==> src/rtl/key_debounce_pkg.sv <==
// Shared types and constants for the key debouncer.
package key_debounce_pkg;

  typedef enum logic [1:0] {
    RELEASED     = 2'd0,
    PRESS_FILT   = 2'd1,
    PRESSED      = 2'd2,
    RELEASE_FILT = 2'd3
  } state_e;

  localparam logic [7:0] GLITCH_SAT = 8'd255;

endpackage

==> src/rtl/sync_2ff.sv <==
// Two-flop synchronizer for a single asynchronous input, with a parameterised reset value.
module sync_2ff #(
  parameter logic RST_VAL = 1'b0
) (
  input  logic clk,
  input  logic rst_n,
  input  logic i_d,
  output logic o_q
);

  logic r_s1;
  logic r_s2;

  always_ff @(posedge clk or negedge rst_n) begin
    if (!rst_n) begin
      r_s1 <= RST_VAL;
      r_s2 <= RST_VAL;
    end else begin
      r_s1 <= i_d;
      r_s2 <= r_s1;
    end
  end

  assign o_q = r_s2;

endmodule

==> src/rtl/key_debounce.sv <==
// Debounces a raw key input into a clean active-high level, counting rejected
// transitions in a saturating diagnostic counter.
module key_debounce
  import key_debounce_pkg::*;
#(
  parameter int unsigned DEBOUNCE_CYCLES = 1000000,
  parameter bit          ACTIVE_LOW      = 1'b1
) (
  input  logic       clk,
  input  logic       rst_n,
  input  logic       key_in,
  input  logic       glitch_clr,
  output logic       key_level,
  output logic       filtering,
  output logic [7:0] glitch_cnt
);

  localparam int unsigned      CNT_W    = $clog2(DEBOUNCE_CYCLES);
  localparam logic [CNT_W-1:0] CNT_LAST = CNT_W'(DEBOUNCE_CYCLES - 1);

  logic             w_sync;
  logic             w_key_act;
  state_e           r_state;
  state_e           w_state_nxt;
  logic [CNT_W-1:0] r_cnt;
  logic [CNT_W-1:0] w_cnt_nxt;
  logic             r_key_level;
  logic             w_level_nxt;
  logic             r_filtering;
  logic             w_filt_nxt;
  logic             w_glitch_evt;
  logic [7:0]       r_glitch_cnt;
  logic [7:0]       w_glitch_nxt;

  // Sync flops idle at the un-pressed raw level so reset never looks like a press.
  sync_2ff #(
    .RST_VAL (ACTIVE_LOW)
  ) u_sync (
    .clk   (clk),
    .rst_n (rst_n),
    .i_d   (key_in),
    .o_q   (w_sync)
  );

  assign w_key_act = ACTIVE_LOW ? ~w_sync : w_sync;

  always_ff @(posedge clk or negedge rst_n) begin
    if (!rst_n) begin
      r_state      <= RELEASED;
      r_cnt        <= '0;
      r_key_level  <= 1'b0;
      r_filtering  <= 1'b0;
      r_glitch_cnt <= 8'd0;
    end else begin
      r_state      <= w_state_nxt;
      r_cnt        <= w_cnt_nxt;
      r_key_level  <= w_level_nxt;
      r_filtering  <= w_filt_nxt;
      r_glitch_cnt <= w_glitch_nxt;
    end
  end

  // Filter FSM: a new level needs the entry sample plus DEBOUNCE_CYCLES counting samples.
  always_comb begin
    w_state_nxt  = r_state;
    w_cnt_nxt    = r_cnt;
    w_level_nxt  = r_key_level;
    w_glitch_evt = 1'b0;
    case (r_state)
      RELEASED: begin
        if (w_key_act) begin
          w_state_nxt = PRESS_FILT;
          w_cnt_nxt   = '0;
        end
      end
      PRESS_FILT: begin
        if (!w_key_act) begin
          w_state_nxt  = RELEASED;
          w_cnt_nxt    = '0;
          w_glitch_evt = 1'b1;
        end else if (r_cnt == CNT_LAST) begin
          w_state_nxt = PRESSED;
          w_level_nxt = 1'b1;
        end else begin
          w_cnt_nxt = r_cnt + CNT_W'(1);
        end
      end
      PRESSED: begin
        if (!w_key_act) begin
          w_state_nxt = RELEASE_FILT;
          w_cnt_nxt   = '0;
        end
      end
      RELEASE_FILT: begin
        if (w_key_act) begin
          w_state_nxt  = PRESSED;
          w_cnt_nxt    = '0;
          w_glitch_evt = 1'b1;
        end else if (r_cnt == CNT_LAST) begin
          w_state_nxt = RELEASED;
          w_level_nxt = 1'b0;
        end else begin
          w_cnt_nxt = r_cnt + CNT_W'(1);
        end
      end
      default: begin
        w_state_nxt = RELEASED;
        w_cnt_nxt   = '0;
        w_level_nxt = 1'b0;
      end
    endcase

    w_filt_nxt = (w_state_nxt == PRESS_FILT) || (w_state_nxt == RELEASE_FILT);

    // Clear takes priority over a coincident glitch event.
    w_glitch_nxt = r_glitch_cnt;
    if (glitch_clr) begin
      w_glitch_nxt = 8'd0;
    end else if (w_glitch_evt && (r_glitch_cnt != GLITCH_SAT)) begin
      w_glitch_nxt = r_glitch_cnt + 8'd1;
    end
  end

  assign key_level  = r_key_level;
  assign filtering  = r_filtering;
  assign glitch_cnt = r_glitch_cnt;

endmodule
==> config.mk <==
export PLATFORM = sky130hd
export DESIGN_NAME = key_debounce
export DESIGN_NICKNAME = d
export VERILOG_FILES = /design/src/rtl/key_debounce_pkg.sv /design/src/rtl/sync_2ff.sv /design/src/rtl/key_debounce.sv
export SDC_FILE = /design/constraint.sdc
export NUM_CORES = 1
export LEC_CHECK = 0
export ABC_AREA = 1
export BUFFER_PORTS_ARGS = -buffer_cell sky130_fd_sc_hd__buf_4
export CORE_ASPECT_RATIO = 0.9
export CORE_MARGIN = 2
export CORE_UTILIZATION = 54
export CTS_CLUSTER_SIZE = 14
export DETAILED_ROUTE_END_ITERATION = 8
export HOLD_SLACK_MARGIN = 0.12
export PLACE_DENSITY = 0.72
export SYNTH_ARGS = -nofsm -noshare
export SYNTH_HDL_FRONTEND = slang
export SYNTH_SLANG_ARGS = --single-unit
==> constraint.sdc <==
create_clock -name clk -period 2.15 [get_ports clk]
set_input_delay 0.1075 -clock clk [delete_from_list [all_inputs] [get_ports clk]]
set_output_delay 0.1075 -clock clk [all_outputs]
set_load 0.02 [all_outputs]
=== Word level (Yosys, flattened, before mapping) ===
Index checks and enable logic that the tools add are counted.

* Register bits: 34
* Input port bits: 4
* Output and inout bits: 10
* Word-level logic and storage cells: 52

* Add/sub/neg operators: 2
* Equality and inequality tests: 13
* Mux-type cells: 23
* Reductions and logical operators: 7

{| class="wikitable"
|+ Operators by type and width
! operator !! number
|-
| 2-to-1 mux 20 bit || 5
|-
| one-hot mux 20 bit (4 select lines) || 1
|-
| adder 20 x 1 -> 20 bit (second input constant) || 1
|-
| equality test 20 bit (second input constant) || 1
|-
| 2-to-1 mux 8 bit || 2
|-
| 2-to-1 mux 2 bit || 6
|-
| adder 8 x 1 -> 8 bit (second input constant) || 1
|-
| inequality test 2 bit (second input constant) || 4
|-
| inequality test 8 bit (second input constant) || 1
|-
| one-hot mux 2 bit (4 select lines) || 1
|-
| equality test 2 bit (second input constant) || 3
|-
| 2-to-1 mux 1 bit || 6
|-
| AND reduction 5 bit || 1
|-
| equality test 2 x 1 -> 1 bit (second input constant) || 2
|-
| inequality test 2 x 1 -> 1 bit (second input constant) || 2
|-
| one-hot mux 1 bit (2 select lines) || 2
|-
| nonzero test 2 bit || 2
|-
| logical NOT 2 bit || 1
|-
| AND reduction 2 bit || 1
|-
| logical AND 1 bit || 1
|-
| logical OR 1 bit || 1
|}

=== Logic depth before layout (Yosys ltp) ===
Gate-level depths: netlist (run 1).

* Depth in word-level cells: 6
* Mapped depth: 10
* Depth with buffers taken out: 10

=== Cells and area by module ===
Synthesis (run 1) repeated with hierarchy kept, for this count alone.

* Cell total of the unflattened synthesis: 328
* Area total of the unflattened synthesis: 2,223.4 µm²

{| class="wikitable"
|+ Modules (own cells, without submodules)
! module !! instances !! cells each !! area each (µm²) !! seq. area each (µm²)
|-
| key_debounce || 1 || 326 || 2,170.8 || 775.7
|-
| sync_2ff || 1 || 2 || 52.6 || 52.6
|}

=== Worst setup path before layout (run 1) ===
OpenSTA, ideal clock, no wires.

* Path type: register -> register
* From: register r_glitch_cnt[1] (netlist: glitch_cnt[1])
* To: register r_glitch_cnt[6] (netlist: glitch_cnt[6])
* Setup time: 0.126 ns
* Arrival time: 1.300 ns
* Data required time: 2.024 ns
* Path slack: 0.724 ns
* Stages on the path, launching flop included: 9
* Buffers on the path: 0
* Clock period less this slack: 1.426 ns
* Path through: dfrtp_1 -> ha_1 -> nand2_1 -> nor2_1 -> nand3_1 -> nand2_2 -> nand2_1 -> nand3_1 -> o21ai_0

* Cells in the longest elaborated chain, start to end: 3
* Elaborated cells on any way between the ends: 6
* Those cells by class: add/sub: 1; eq/ne: 1; mux: 2; reduce/logical: 2

{| class="wikitable"
|+ Ends and longest elaborated chain
! item !! RTL line !! source
|-
| start: declaration || key_debounce.sv:32 || <nowiki>logic [7:0] r_glitch_cnt;</nowiki>
|-
| start signal: assignment || key_debounce.sv:59 || <nowiki>r_glitch_cnt <= w_glitch_nxt;</nowiki>
|-
| adder 8 x 1 -> 8 bit / inequality test 8 bit (equally long branches) || key_debounce.sv:120, key_debounce.sv:119 ||
|-
| 2-to-1 mux 8 bit / logical AND 1 bit (equally long branches) || key_debounce.sv:119 || <nowiki>end else if (w_glitch_evt && (r_glitch_cnt != GLITCH_SAT)) begin</nowiki>
|-
| 2-to-1 mux 8 bit / nonzero test 2 bit (equally long branches) || n/a ||
|}

Parallel ways exist; a longest one is shown, timed or not. The select of a mux whose other input is x is not followed.
A chain may end at the register's enable or synchronous reset.

=== Worst setup path in the final report (run 1) ===
* From: register u_sync.r_s2 (netlist: u_sync.o_q)
* To: register r_cnt[7]

* Cells in the longest elaborated chain, start to end: 2
* Elaborated cells on any way between the ends: 6
* Those cells by class: eq/ne: 2; mux: 3; reduce/logical: 1

{| class="wikitable"
|+ Ends and longest elaborated chain
! item !! RTL line !! source
|-
| start: declaration || sync_2ff.sv:12 || <nowiki>logic r_s2;</nowiki>
|-
| start signal: assignment || sync_2ff.sv:20 || <nowiki>r_s2 <= r_s1;</nowiki>
|-
| 2-to-1 mux 20 bit, or another cell as far along || key_debounce.sv:95 || <nowiki>if (w_key_act) begin</nowiki>
|-
| one-hot mux 20 bit (4 select lines) / AND reduction 2 bit (equally long branches) || n/a ||
|-
| end signal: assignment || key_debounce.sv:56 || <nowiki>r_cnt <= w_cnt_nxt;</nowiki>
|-
| end: declaration || key_debounce.sv:25 || <nowiki>logic [CNT_W-1:0] r_cnt;</nowiki>
|}

Parallel ways exist; a longest one is shown, timed or not.

==> results.ini, run 1 <==
[status]
outcome = finished, final reports clean

[critical_path]
endpoint_kind = register
critPathLaunchType = register
r2r_slack_ps = 240
cp_max_fo = 11
crit_type = reg2reg
cp.arrival_ps = 2120
crit_required_ps = 2360

[final_layout]
nNetsFinal = 330
syn2layout_area_growth_pct = 11.7
n_antenna_cell = 0
drive_gt1_share_pct = 13.6
fillCellCount = 337

[drt]
ant_nets = 0
drt_iter0_drc = 239
vias = 2033
drc = 0
vias_per_cell = 5.49
avgRoutedWirePerCell_um = 14.2
drt-total-wl_um = 5260
drt_first_pass_iters = 4

[synth]
synth-warning-count = 0
ys_ff_latch = 33
syn_area_um2 = 2130
yosysUniqueCellTypes = 28
synth-seq-area-share_pct = 38.9
postSynthCellCount = 303
syn_avg_cell_area_um2 = 7.03
synth_nets = 309

[placed_design]
gp_congestion = 1.04
hpwl_um = 3820
pre_cts_ws_ps = 269
io_buffers = 13

[timing]
fmax_mhz = 523
maxSlewViolCount = 0
setup_ws_ps = 237
fin_crit_ps = 1910
hold_violations = 0
worst_pin_slew_ps = 501
finalSetupViolCount = 0
fin_crit_sh_pct = 89.0
grt_setup_unrepaired = false
skew_ps = 8.06
fin_tns_setup_ps = 0
slew_headroom_pct = 66.4

[cts]
h-tree-depth = 2
cts_max_path_buffers = 2
cts_root_buf = clkbuf_8
cts_buffers = 5
cts_tree = yes
cts_num_sinks = 33
post_cts_buffers = 0
clk-insertion-delay-late_ps = 290
path_clk_slew_ps = 70

[floorplan]
design.core.area_um2 = 3760
rows = 21
die_area_um2 = 4470
start_util_pct = 56.7
die_x_um = 70.2
dieHeight_um = 63.6
num_io_pins = 14

[global_routing]
antenna_found_initial = 0
grt_pass1_vias = 1916
overflow = 0
track_usage_pct = 26.1
grt_pass1_wl_um = 9100
grt_max_degree = 34

[power_and_ir_drop]
power_per_cell_area_nw_per_um2 = 509
leakage_nw = 1.11
max-vdd-ir-drop_mv = 0.412

[hold_path]
hp-class = in2async

[run]
drv_cap = 0

==> cell type report <==
type / instances / area, µm² / share of cell area (%)
multi-input cells: 231 / 1140 / 47.9
well taps: 46 / 57.6 / 2.42
repair buffers: 16 / 128 / 5.36
flip-flops and latches: 33 / 828 / 34.8
clock buffers: 7 / 86.3 / 3.63
inverters: 37 / 139 / 5.84
==> flip-flops by register name, indices dropped and copies added (netlist names) <==
name	count
r_cnt	20
u_sync.o_q	1
key_level	1
u_sync.r_s1	1
glitch_cnt	8
filtering	1
r_state	1
==> report_power, final <==
part	total, mW	switching [mW]	internal, mW
registers	0.647	0.0147	0.632
clock network	0.480	0.226	0.254
logic	0.0843	0.0593	0.0251
total	1.21	0.301	0.911
==> worst max-delay path, stage by stage (launching register included) <==
cell	delay [ps]
dfstp_2	680
inv_2	140
nand2_2	110
nand2_4	90
nor2_4	300
inv_2	120
nand2_2	110
inv_1	90
nor3_1	190
==> per-stage QoR <==
| stage | std cells | power, mW | util, % | area (µm²) | hold WS [ps] |
|---|---|---|---|---|---|
| floorplan | 303 | 0.705 | - | 2130 | -188 |
| global placement | 360 | 0.737 | 60.2 | 2260 | 78.6 |
| detailed placement | 360 | 0.738 | 60.2 | 2260 | 74.0 |
| CTS | 370 | 1.22 | 63.3 | 2380 | 317 |
| global route | 370 | 1.25 | 63.3 | 2380 | 351 |
| finish | 370 | 1.21 | 63.3 | 2380 | 297 |
==> path summary, 6_finish.rpt <==
path,from,to,cells after the start
min reg2reg,u_sync.r_s1$_DFF_PN1_,u_sync.o_q$_DFF_PN1_,0
min in group clk,u_sync.r_s1$_DFF_PN1_,u_sync.o_q$_DFF_PN1_,0
min,rst_n,r_cnt[7]$_DFFE_PN0P_,2
max in group asynchronous,rst_n,u_sync.r_s1$_DFF_PN1_,2
max reg2reg,u_sync.o_q$_DFF_PN1_,r_cnt[7]$_DFFE_PN0P_,8
max,u_sync.o_q$_DFF_PN1_,r_cnt[7]$_DFFE_PN0P_,8
==> timing repair <==
action                     4_1_cts  5_1_grt
setup endpoints to repair        0        0
gates resized for setup          0        0
hold buffers                     3        0
hold endpoints to repair        36        0
==> synthesized netlist by cell type <==
library cell / n / share of area, %
o31ai_1: 2 / 0.70
nand2_2: 6 / 1.8
nor2_1: 39 / 6.9
nand3_1: 38 / 8.9
xor2_1: 5 / 2.1
nand4_1: 15 / 4.4
nand3_2: 2 / 0.94
o211ai_1: 1 / 0.35
nand2_1: 89 / 16
inv_2: 5 / 0.88
dfrtp_1: 31 / 36
nor2_2: 3 / 0.88
a21oi_2: 1 / 0.41
nand3b_1: 2 / 0.70
nor3b_2: 2 / 1.2
clkinv_1: 1 / 0.18
inv_1: 31 / 5.5
nand2_4: 2 / 1.1
dfstp_2: 2 / 2.5
nor2_4: 2 / 1.1
o21ai_1: 1 / 0.23
o21bai_1: 3 / 1.1
buf_6: 2 / 1.1
o21ai_0: 10 / 2.3
a21oi_1: 2 / 0.47
nor3_1: 2 / 0.47
xnor2_1: 2 / 0.82
ha_1: 2 / 1.2
==> per-layer routing <==
layer	GRT usage (%)	routed length, µm	vias to the layer above
met5	0	0	-
met4	7.69	91	0
met3	6.88	367	13
met2	37.6	2180	69
met1	38.4	2620	930
li1	-	-	1021
==> placed cells by master, fill, tap and decap left out, types with 3 or more instances in the layout <==
master | Yosys | final
buf_4 | 0 | 13
clkbuf_8 | 0 | 6
dfrtp_1 | 31 | 31
dlygate4sd3_1 | 0 | 3
inv_1 | 31 | 31
inv_2 | 5 | 5
nand2_1 | 89 | 89
nand2_2 | 6 | 6
nand3_1 | 38 | 38
nand4_1 | 15 | 15
nor2_1 | 39 | 39
nor2_2 | 3 | 3
o21ai_0 | 10 | 10
o21bai_1 | 3 | 3
xor2_1 | 5 | 5
==> kinds of logic (layout without fill, tap and decap cells) <==
logic type | Yosys count | count (layout) | synth area share [%]
compound gates | 20 | 20 | 5.58
xor+xnor | 7 | 7 | 2.88
fa+ha+maj | 2 | 2 | 1.17
buf+inv | 39 | 60 | 7.57
flops | 33 | 33 | 38.9
simple gates | 202 | 202 | 43.9
Power figures use the tool's default switching activity.
==> inputs of run 2 (changes only) <==
--- a/config.mk
+++ b/config.mk
@@ -10,6 +10,7 @@
 export CORE_ASPECT_RATIO = 0.9
 export CORE_MARGIN = 2
 export CORE_UTILIZATION = 54
+export CTS_BUF_LIST = sky130_fd_sc_hd__clkbuf_4 sky130_fd_sc_hd__clkbuf_8
 export CTS_CLUSTER_SIZE = 14
 export DETAILED_ROUTE_END_ITERATION = 8
 export HOLD_SLACK_MARGIN = 0.12
==> run 2 against run 1 <==
Final cell count is the same. Maximum frequency is 0.15% higher. Utilization grew 0.10 points. Largest cell class unchanged.
==> results.ini, run 2 (same netlist as run 1, synthesis figures left out) <==
[global_routing]
grt_max_degree = 34  ; unchanged
grt_pass1_vias = 1916  ; unchanged
overflow = 0  ; unchanged
track_usage_pct = 26.1  ; unchanged
grt_pass1_wl_um = 9100  ; unchanged
antenna_found_initial = 0  ; unchanged

[critical_path]
endpoint_kind = register
crit_family = simple AND/OR/NAND/NOR gates
critPathLaunchType = register
crit_type = reg2reg
cp.arrival_ps = 2120  ; about the same
max_stage_delay_ps = 680  ; about the same
worst_path_max_delay_cell = dfstp_2
cp_max_fo = 11  ; unchanged
crit_required_ps = 2360  ; about the same
path_buf_inv = 3  ; unchanged
path_cells = inv_2, nand2_2, nand2_4, nor2_4, inv_2, nand2_2, inv_1, nor3_1

[final_layout]
stdcell_count = 370  ; unchanged
nNetsFinal = 330  ; unchanged
regMostFlops = r_cnt
fillCellCount = 335  ; -0.59%
layout_commonest_cell = nand2_1
syn2layout_area_growth_pct = 11.9
drive_gt1_share_pct = 13.9  ; +0.31 points
largest_reg_flops = 20  ; unchanged
n_antenna_cell = 0  ; unchanged
mostFrequentLayoutCells = nand2_1, nor2_1, nand3_1, inv_1, dfrtp_1

[drt]
routed.top_layer = met4
drt_iter0_drc = 218  ; -8.8%
drt-total-wl_um = 5280  ; +0.36%
drt_first_pass_iters = 4  ; unchanged
vias_per_cell = 5.52  ; +0.39%
wl_met1_um = 2570  ; -1.9%
ant_nets = 0  ; unchanged
avgRoutedWirePerCell_um = 14.3  ; +0.36%
wl_met2_um = 2180  ; -0.23%
met3_length_um = 423  ; +15%
vias = 2041  ; +0.39%
drc = 0  ; unchanged

[run]
drv_cap = 0  ; unchanged

[timing]
hold_violations = 0  ; unchanged
grt_setup_unrepaired = false
fin_crit_ps = 1910  ; -2.96 ps
worst_pin_slew_ps = 522  ; +20.9 ps
slew_headroom_pct = 65.0  ; -1.4 points
skew_ps = 6.83  ; -1.23 ps
fin_crit_sh_pct = 88.8  ; -0.14 points
maxSlewViolCount = 0  ; unchanged
fin_tns_setup_ps = 0  ; unchanged
finalSetupViolCount = 0  ; unchanged
fmax_mhz = 524  ; +0.15%

[cts]
h-tree-depth = 2  ; unchanged
cts_resized = 0  ; unchanged
cts_num_sinks = 33  ; unchanged
cts_tree = yes
cts_max_path_buffers = 2  ; unchanged
path_clk_slew_ps = 70  ; about the same
clk-insertion-delay-late_ps = 290  ; about the same
cts_buffers = 5  ; unchanged
cts_root_buf = clkbuf_8

[placed_design]
dp.cells = 360  ; unchanged
hpwl_um = 3820  ; unchanged
io_buffers = 13  ; unchanged
gp_congestion = 1.04  ; unchanged

[floorplan]
design.core.area_um2 = 3760  ; unchanged
die_area_um2 = 4470  ; unchanged
num_io_pins = 14  ; unchanged
die_x_um = 70.2  ; unchanged
start_util_pct = 56.7  ; unchanged
dieHeight_um = 63.6  ; unchanged
rows = 21  ; unchanged

[power_and_ir_drop]
leakage_nw = 1.11  ; +0.31%
max-vdd-ir-drop_mv = 0.412  ; -0.11%
power_per_cell_area_nw_per_um2 = 514  ; +0.92%
power_mw = 1.22  ; +1.1%

[status]
outcome = finished, final reports clean

[hold_path]
hp-class = in2async

[run 2: cell counts in the layout (fill, tap and decap cells not counted)]
Identical to the previous run, type by type.
[run 2: cell type report]
cell class	instances	area, µm²	area share (%)
Multi-Input combinational cell	231	1140	47.9
Sequential cell	33	828	34.8
Inverter	37	139	5.83
Timing Repair Buffer	16	128	5.35
Clock buffer	7	90.1	3.78
Tap cell	46	57.6	2.41
[run 2: stage by stage]
stage               setup slack (ps)  hold WS [ps]  util, %  instance area (µm²)
floorplan                        724          -188        -                 2130
global placement                 333          78.6     60.2                 2260
detailed placement               269          74.0     60.2                 2260
CTS                              251           317     63.4                 2380
global route                    74.5           351     63.4                 2380
finish                           240           297     63.4                 2380
[run 2: worst register-to-register path: stages (launching register included)]
cell	delay (ps)
dfstp_2	680
inv_2	140
nand2_2	110
nand2_4	90
nor2_4	300
inv_2	120
nand2_2	110
inv_1	90
nor3_1	190
[run 2: layer usage]
layer / GRT usage, % / vias to the layer above
li1: - / 1021
met1: 38.4 / 930
met2: 37.6 / 75
met3: 6.88 / 15
met4: 7.69 / 0
met5: 0 / -
[run 2: report_power, final]
part | internal (mW) | total [mW] | switching (mW)
registers | 0.632 | 0.646 | 0.0147
logic | 0.0251 | 0.0845 | 0.0594
clock network | 0.267 | 0.493 | 0.227
[run 2: timing repair]
item | in CTS | in global routing
hold buffers | 3 | 0
endpoints found under the setup margin | 0 | 0
endpoints found under the hold margin | 36 | 0
setup buffers | 0 | 0
[run 2: final timing paths]
check / startpoint / endpoint / slack, ps / cells past startpoint
max in group asynchronous: rst_n / u_sync.r_s1$_DFF_PN1_ / 1520 / 2
worst max-delay path: u_sync.o_q$_DFF_PN1_ / r_cnt[7]$_DFFE_PN0P_ / 240 / 8
worst min register to register: u_sync.r_s1$_DFF_PN1_ / u_sync.o_q$_DFF_PN1_ / 360 / 0
worst min-delay path: rst_n / r_cnt[7]$_DFFE_PN0P_ / 300 / 2
min in group clk: u_sync.r_s1$_DFF_PN1_ / u_sync.o_q$_DFF_PN1_ / 360 / 0
worst max register to register: u_sync.o_q$_DFF_PN1_ / r_cnt[7]$_DFFE_PN0P_ / 240 / 8
==> inputs of run 3 (changes only) <==
--- a/config.mk
+++ b/config.mk
@@ -6,15 +6,16 @@
 export NUM_CORES = 1
 export LEC_CHECK = 0
 export ABC_AREA = 1
-export BUFFER_PORTS_ARGS = -buffer_cell sky130_fd_sc_hd__buf_4
 export CORE_ASPECT_RATIO = 0.9
 export CORE_MARGIN = 2
 export CORE_UTILIZATION = 54
 export CTS_BUF_LIST = sky130_fd_sc_hd__clkbuf_4 sky130_fd_sc_hd__clkbuf_8
 export CTS_CLUSTER_SIZE = 14
 export DETAILED_ROUTE_END_ITERATION = 8
+export DONT_BUFFER_PORTS = 1
 export HOLD_SLACK_MARGIN = 0.12
-export PLACE_DENSITY = 0.72
+export PLACE_DENSITY = 0.69
 export SYNTH_ARGS = -nofsm -noshare
 export SYNTH_HDL_FRONTEND = slang
 export SYNTH_SLANG_ARGS = --single-unit
+export TNS_END_PERCENT = 10
==> run 3 against run 2 <==
Setup slack gained 120 ps. Global-route usage fell by 1.2 points. Combinational power fell by 2%. Cell area decreased by 2.6%. Hold slack worse by 41 ps. Non-clock buffer count down 11. Power rose by 1.4%. Sequential power about the same. Register-to-register slack better by 120 ps. Critical path depth did not move. Critical endpoint unchanged.
==> results.ini, run 3 (same netlist as run 1, synthesis figures left out) <==
[cts]
h-tree-depth = 2  ; unchanged
cts_tree = yes
cts_root_buf = clkbuf_8
cts_max_path_buffers = 2  ; unchanged
path_clk_slew_ps = 70  ; about the same
clk-insertion-delay-late_ps = 290  ; about the same
cts_resized = 0  ; unchanged
cts_buffers = 5  ; unchanged
cts_num_sinks = 33  ; unchanged

[placed_design]
dp.cells = 348  ; -3.3%
gp_congestion = 0.919  ; -12%
hpwl_um = 3700  ; -3.1%
io_buffers = 0  ; -13

[drt]
drt_iter0_drc = 193  ; -11%
drt-total-wl_um = 5060  ; -4.1%
drc = 0  ; unchanged
ant_nets = 0  ; unchanged
vias_per_cell = 5.58  ; +1.2%
avgRoutedWirePerCell_um = 14.1  ; -1.4%
drt_first_pass_iters = 5  ; +1
vias = 2010  ; -1.5%

[final_layout]
n_antenna_cell = 0  ; unchanged
nNetsFinal = 319  ; -3.3%
syn2layout_area_growth_pct = 8.93
mostFrequentLayoutCells = nand2_1, nor2_1, nand3_1, inv_1, dfrtp_1
drive_gt1_share_pct = 11.1  ; -2.7 points
largest_reg_flops = 20  ; unchanged
layout_commonest_cell = nand2_1
regMostFlops = r_cnt
fillCellCount = 358  ; +6.9%
stdcell_count = 360  ; -2.7%

[floorplan]
start_util_pct = 56.7  ; unchanged
rows = 21  ; unchanged
design.core.area_um2 = 3760  ; unchanged
die_area_um2 = 4470  ; unchanged
num_io_pins = 14  ; unchanged
dieHeight_um = 63.6  ; unchanged
die_x_um = 70.2  ; unchanged

[power_and_ir_drop]
max-vdd-ir-drop_mv = 0.471  ; +14%
power_per_cell_area_nw_per_um2 = 535  ; +4.1%
leakage_nw = 1.06  ; -4.8%
power_mw = 1.24  ; +1.4%

[timing]
worst_pin_slew_ps = 554  ; +31.5 ps
fin_crit_sh_pct = 83.3  ; -5.5 points
slew_headroom_pct = 62.9  ; -2.1 points
grt_setup_unrepaired = false
fin_tns_setup_ps = 0  ; unchanged
finalSetupViolCount = 0  ; unchanged
fmax_mhz = 558  ; +6.6%
hold_ws_ps = 256  ; -40.6 ps
skew_ps = 3.04  ; -3.79 ps
maxSlewViolCount = 0  ; unchanged
hold_violations = 0  ; unchanged
fin_crit_ps = 1790  ; -118 ps

[global_routing]
track_usage_pct = 24.8  ; -1.2 points
antenna_found_initial = 0  ; unchanged
overflow = 0  ; unchanged
grt_pass1_vias = 1861  ; -2.9%
met3_usage_pct = 4.32  ; -2.6 points
grt_pass1_wl_um = 8700  ; -4.4%
top_usage_layer = met2
met2_usage_pct = 37.7  ; +0.12 points
grt_max_degree = 34  ; unchanged
grt_use_met1_pct = 35.6  ; -2.8 points

[critical_path]
critPathLaunchType = register
cp_max_fo = 11  ; unchanged
path_cells = inv_2, nand2_2, nand2_4, nor2_4, inv_2, nand2_2, inv_1, nor3_1
crit_required_ps = 2360  ; about the same
endpoint_kind = register
max_stage_delay_ps = 540  ; -140 ps
crit_type = reg2reg
worst_path_max_delay_cell = dfstp_2
cp.arrival_ps = 2000  ; -120 ps

[run]
drv_cap = 0  ; unchanged

[hold_path]
hp-class = in2async

[status]
outcome = finished, final reports clean

run 3: cell count changes in the layout (fill, tap and decap cells not counted):
cell,previous run,this run
buf_4,13,1
clkinvlp_4,0,1
buf_12,0,1
run 3: final cells by class:
cell class	instances	area, µm²	share of cell area, %
inverter	37	139	5.98
sequential	33	828	35.7
clock inverter	1	7.51	0.323
timing repair buffer	5	57.6	2.48
multi-input combinational	231	1140	49.2
tap	46	57.6	2.48
clock buffer	7	90.1	3.88
run 3: worst paths after layout:
kind                                  startpoint                     to  slack, ps  depth (start not counted)
setup / recovery            u_sync.o_q$_DFF_PN1_   r_cnt[7]$_DFFE_PN0P_        360                          8
hold / removal                             rst_n  r_cnt[11]$_DFFE_PN0P_        260                          2
setup reg to reg            u_sync.o_q$_DFF_PN1_   r_cnt[7]$_DFFE_PN0P_        360                          8
hold reg to reg            u_sync.r_s1$_DFF_PN1_   u_sync.o_q$_DFF_PN1_        360                          0
max in group asynchronous                  rst_n   u_sync.o_q$_DFF_PN1_       1640                          2
min in group clk           u_sync.r_s1$_DFF_PN1_   u_sync.o_q$_DFF_PN1_        360                          0
run 3: per-stage QoR:
stage                     setup slack, ps  util, %  cell area (µm²)
after floorplan                       724        -             2130
after global placement                361     57.8             2170
after detailed placement              389     57.8             2170
after CTS                             376     61.8             2320
after global routing                  247     61.8             2320
final                                 358     61.8             2320
run 3: repair_timing:
item / CTS / global route
hold endpoints to repair: 40 / 0
setup buffers: 0 / 0
hold buffers: 4 / 0
run 3: power breakdown:
group / switching, mW / internal [mW]
registers: 0.0160 / 0.631
logic: 0.0595 / 0.0230
clock network: 0.239 / 0.273
run 3: worst max-delay path, delay by kind of cell (launching register included):
| family | cells | cell delay (ps) |
|---|---|---|
| simple gates | 5 | 830 |
| buf+inv | 3 | 330 |
| flops | 1 | 540 |
run 3: routing by layer:
| layer | routed length, µm | part of all wire [%] |
|---|---|---|
| met1 | 2350 | 46 |
| met2 | 2260 | 45 |
| met3 | 351 | 6.9 |
| met4 | 102 | 2.0 |
| met5 | 0 | 0 |
